==> src/rtl/if_fetch_stage.sv <==
// Instruction fetch stage: owns PC_F, drives the req/gnt/rvalid instruction-memory
// handshake and loads the IF/ID register (pc_d, instr_d, valid_d, exc_adel_d).
module if_fetch_stage #(
    parameter logic [31:0] RESET_PC   = 32'h0000_3000,
    parameter logic [31:0] IMEM_BASE  = 32'h0000_3000,
    parameter logic [31:0] IMEM_LIMIT = 32'h0000_6FFC
) (
    input  logic        clk,
    input  logic        reset,
    input  logic [31:0] next_pc,
    input  logic        stall,
    input  logic        flush,
    output logic        imem_req,
    output logic [31:0] imem_addr,
    input  logic        imem_gnt,
    input  logic        imem_rvalid,
    input  logic [31:0] imem_rdata,
    output logic [31:0] pc_f,
    output logic [31:0] pc_d,
    output logic [31:0] instr_d,
    output logic        valid_d,
    output logic        exc_adel_d,
    output logic        fetch_busy
);

    typedef enum logic [1:0] {
        S_REQ   = 2'd0,
        S_WAIT  = 2'd1,
        S_HOLD  = 2'd2,
        S_DRAIN = 2'd3
    } state_t;

    state_t      state, state_nx;
    logic [31:0] buf_word, buf_word_nx;
    logic        buf_exc, buf_exc_nx;
    logic [31:0] pc_f_nx, pc_d_nx, instr_d_nx;
    logic        valid_d_nx, exc_d_nx;
    logic        pc_legal, complete, cpl_exc;
    logic [31:0] cpl_word;

    assign pc_legal  = (pc_f[1:0] == 2'b00) && (pc_f >= IMEM_BASE) && (pc_f <= IMEM_LIMIT);
    assign imem_addr = pc_f;
    // Gated by reset so no request is visible while the stage is held in reset.
    assign imem_req  = reset && (state == S_REQ) && pc_legal && !flush;

    always_comb begin
        complete    = 1'b0;
        cpl_word    = '0;
        cpl_exc     = 1'b0;
        fetch_busy  = 1'b0;
        state_nx    = state;
        pc_f_nx     = pc_f;
        pc_d_nx     = pc_d;
        instr_d_nx  = instr_d;
        valid_d_nx  = valid_d;
        exc_d_nx    = exc_adel_d;
        buf_word_nx = buf_word;
        buf_exc_nx  = buf_exc;

        case (state)
            S_REQ: begin
                fetch_busy = pc_legal;
                if (!pc_legal) begin
                    complete = 1'b1;
                    cpl_exc  = 1'b1;
                end else if (imem_gnt) begin
                    state_nx = S_WAIT;
                end
            end
            S_WAIT: begin
                fetch_busy = !imem_rvalid;
                if (imem_rvalid) begin
                    complete = 1'b1;
                    cpl_word = imem_rdata;
                end
            end
            S_HOLD: begin
                complete = 1'b1;
                cpl_word = buf_word;
                cpl_exc  = buf_exc;
            end
            S_DRAIN: begin
                fetch_busy = 1'b1;
                if (imem_rvalid) state_nx = S_REQ;
            end
            default: state_nx = S_REQ;
        endcase

        if (flush) begin
            pc_d_nx     = pc_f;
            instr_d_nx  = '0;
            valid_d_nx  = 1'b0;
            exc_d_nx    = 1'b0;
            pc_f_nx     = next_pc;
            buf_word_nx = '0;
            buf_exc_nx  = 1'b0;
            // An rvalid arriving in the flush cycle retires the abandoned request.
            if ((state == S_WAIT || state == S_DRAIN) && !imem_rvalid)
                state_nx = S_DRAIN;
            else
                state_nx = S_REQ;
        end else if (complete) begin
            if (stall) begin
                buf_word_nx = cpl_word;
                buf_exc_nx  = cpl_exc;
                state_nx    = S_HOLD;
            end else begin
                pc_d_nx    = pc_f;
                instr_d_nx = cpl_word;
                valid_d_nx = 1'b1;
                exc_d_nx   = cpl_exc;
                pc_f_nx    = next_pc;
                state_nx   = S_REQ;
            end
        end
    end

    always_ff @(posedge clk or negedge reset) begin
        if (!reset) begin
            state      <= S_REQ;
            pc_f       <= RESET_PC;
            pc_d       <= '0;
            instr_d    <= '0;
            valid_d    <= 1'b0;
            exc_adel_d <= 1'b0;
            buf_word   <= '0;
            buf_exc    <= 1'b0;
        end else begin
            state      <= state_nx;
            pc_f       <= pc_f_nx;
            pc_d       <= pc_d_nx;
            instr_d    <= instr_d_nx;
            valid_d    <= valid_d_nx;
            exc_adel_d <= exc_d_nx;
            buf_word   <= buf_word_nx;
            buf_exc    <= buf_exc_nx;
        end
    end

endmodule

==> config.mk <==
export PLATFORM = sky130hd
export DESIGN_NAME = if_fetch_stage
export DESIGN_NICKNAME = d
export VERILOG_FILES = /design/src/rtl/if_fetch_stage.sv
export SDC_FILE = /design/constraint.sdc
export NUM_CORES = 1
export LEC_CHECK = 0
export ABC_CLOCK_PERIOD_IN_PS = 7650
export CAP_MARGIN = 20
export CORE_UTILIZATION = 50
export CTS_CLUSTER_DIAMETER = 60
export CTS_CLUSTER_SIZE = 20
export DETAILED_ROUTE_END_ITERATION = 6
export PLACE_DENSITY = 0.86
export SETUP_SLACK_MARGIN = 0.02
export SYNTH_ARGS = -nofsm -noshare
export SYNTH_HDL_FRONTEND = slang
export SYNTH_SLANG_ARGS = --single-unit
==> constraint.sdc <==
create_clock -name clk -period 7.65 [get_ports clk]
set_input_delay 2.295 -clock clk [delete_from_list [all_inputs] [get_ports clk]]
set_output_delay 2.295 -clock clk [all_outputs]
set_load 0.1 [all_outputs]
==> results.toml <==
[critical_path]
startpoint = "flush"
regToRegSetupSlack_ns = 3.71
rr_startpoint = "state[0]$_DFFE_PN0P_"
cp_max_fo = 77
required_ns = 5.36
critPathArrivalTime_ns = 3.45
cp-endpoint = "imem_req"
cp-end-kind = "output pin"
crit_type = "input port to output pin"
r2r_end = "imem_addr[20]$_DFFE_PN0P_"
reg2reg_depth = 9
crit_path_start_kind = "input port"

[floorplanning]
initial_core_util = 0.516
die_w_um = 114
fp.dieArea_mm2 = 0.0129
rows = 40
io_pins = 202
core_mm2 = 0.0121
fp.dieH_um = 114

[synthesis]
syn_area_per_cell_um2 = 12.0
async_flop_share = 1.00
syn_area_mm2 = 0.00622
synth_top_family_by_area = "multiplexers"
ys_types = 40
ys_seq_area_frac = 0.535
ys_seq_elements = 133
synth_warnings = 0
synth_fp_nets = 595
synthXorXnorAreaFrac = 0
synth_top_area_share = 0.527
synth_compound_area_frac = 0.0951
synth_mux_area_frac = 0.167
yosys.area_share.simple = 0.116
synth-adder-area-share = 0.0121
syn_inst = 519
yosysTopAreaCell = "dfrtp_1"
synthTopCellsByArea = "dfrtp_1, mux2_1, mux2i_1"
synth_ff_type = "dfrtp_1"
synth_edf_count = 0

[power]
total_leakage_power_nw = 3.60
ir_drop_uv = 290
power_frac_comb = 0.393
p_per_area_mw_per_mm2 = 313
power_frac_seq = 0.305
pwr-share-clk = 0.302
switching_share = 0.433
power_switching_w = 0.00117
p_int_w = 0.00154

[layout]
final_core_util = 0.719
nets = 753
mostFrequentLayoutCells = "clkdlybuf4s50_1, dfrtp_1, mux2_1"
layout_commonest_cell = "clkdlybuf4s50_1"
syn2layout_area_growth_pct = 39.4
layout-drive-gt1-share = 0.0769
diodes = 0

[outcome]
status = "completed"

[clocking]
clkLatencyLatePin_ns = 0.41
clk_path_buf_depth = 2
h-tree-depth = 4
cts_tree = "built"
ctsResizeCount = 0
clock-sinks = 133
cts_buffers = 17
cts_setup_buffers = 0
clkSlewWorstSetupHoldPaths_ns = 0.05
ctsHoldBuffers = 0
clockRootBuffer = "clkbuf_16"

[sta]
hold_viol = 0
max_freq_mhz = 174
period_share = 0.751
drv_slew = 0
setup_violations = 0
fin_crit_ns = 5.74
rsz0062_at_grt = "false"
worst_clock_skew_ns = 0.0114
worst_slew_pin_slew_ns = 1.03
fin_tns_setup_ns = 0
slew_headroom = 0.308

[routing]
detail_route.wl_per_cell_um = 17.6
wl_um = 15100
vias = 4618
post-route-drc-count = 0
firstDrtPassIters = 4
drt-vias-per-instance = 5.39
drt_iter0_markers = 306
ant_nets = 0

[global_routing]
antenna_found_initial = 0
grtUsageTotal = 0.242
grt_pass1_wl_um = 24200
grt_overflow = 0
grt_max_degree = 78
grt_pass1_vias = 4703

[place]
dp_hpwl_um = 9910
gp_congestion = 0.801
port_buffers = 201

[run]
max_cap_viol_count = 0

[worst_hold_path]
hp-class = "flip-flop to flip-flop"
per-stage QoR:
stage	hold WS, ns	worst slack [ns]	area [µm²]	power [W]	std cells
after global placement	0.473	1.93	8070	0.00189	826
final	0.493	1.91	8670	0.00271	857
after detailed placement	0.481	1.89	8070	0.00190	826
after global routing	0.516	1.79	8670	0.00280	857
after floorplan	0.481	0.687	6220	0.00166	519
after CTS	0.497	1.89	8670	0.00273	857
worst min path at each step:
stage	slack (ns)	start	end	cells past startpoint
2_1_floorplan	0.48	buf_exc$_DFFE_PN0P_	buf_exc$_DFFE_PN0P_	2
6_report	0.49	pc_d[21]$_DFFE_PN0P_	pc_d[21]$_DFFE_PN0P_	1
3_5_place_dp	0.48	pc_d[13]$_DFFE_PN0P_	pc_d[13]$_DFFE_PN0P_	1
5_1_grt	0.52	pc_d[6]$_DFFE_PN0P_	pc_d[6]$_DFFE_PN0P_	1
3_3_place_gp	0.47	pc_d[30]$_DFFE_PN0P_	pc_d[30]$_DFFE_PN0P_	1
4_1_cts	0.50	pc_d[21]$_DFFE_PN0P_	pc_d[21]$_DFFE_PN0P_	1
metal layers:
metal / GRT usage / up-vias / share of wire
li1: - / 2112 / -
met5: 0 / - / 0
met4: 0.0798 / 0 / 0.0055
met1: 0.318 / 2312 / 0.42
met3: 0.0701 / 4 / 0.080
met2: 0.387 / 190 / 0.49
logic make-up after synthesis:
kind of cell / after synthesis
flops: 133
simple gates: 123
mux: 96
compound gates: 86
buf+inv: 75
fa+ha+maj: 6
cell usage after synthesis (2+ instances only):
cell type and n:
dfrtp_1 131, mux2_1 60, nand2_1 37, nand2b_1 35, o21ai_0 35, a22o_1 32
buf_4 32, mux2i_1 32, nand3b_1 32, clkbuf_1 23, buf_2 7, buf_6 7
ha_1 6, inv_1 6, a21oi_1 5, mux2_2 4, nor2_1 4, or3_1 4
a2bb2oi_1 2, dfstp_2 2, nor4_1 2, o211ai_1 2, or4_1 2
power by group through the flow:
stage	sequential [W]	clock, W	combinational, W
finish	0.000827	0.000818	0.00107
global route	0.000836	0.000862	0.00110
CTS	0.000827	0.000828	0.00107
detailed placement	0.000837	0	0.00107
global placement	0.000833	0	0.00106
floorplan	0.00128	0	0.000376
sequential cells by signal, indices dropped and copies added (netlist names):
| signal | flops |
|---|---|
| buf_word | 32 |
| imem_addr | 32 |
| instr_d | 32 |
| pc_d | 32 |
| state | 2 |
| buf_exc | 1 |
| exc_adel_d | 1 |
| valid_d | 1 |
critical path: stages:
cell and delay [ns]:
buf_2 0.76, nor3b_1 0.11, buf_4 0.28
layout make-up:
cell class                      count  area [µm²]
Fill cell                         826        3390
Sequential cell                   133        3330
Multi-Input combinational cell    311        2450
Timing Repair Buffer              208        2060
Clock buffer                       18         439
Tap cell                          168         210
Clock inverter                     13         159
Inverter                            6        22.5
Power figures use the tool's default switching activity.
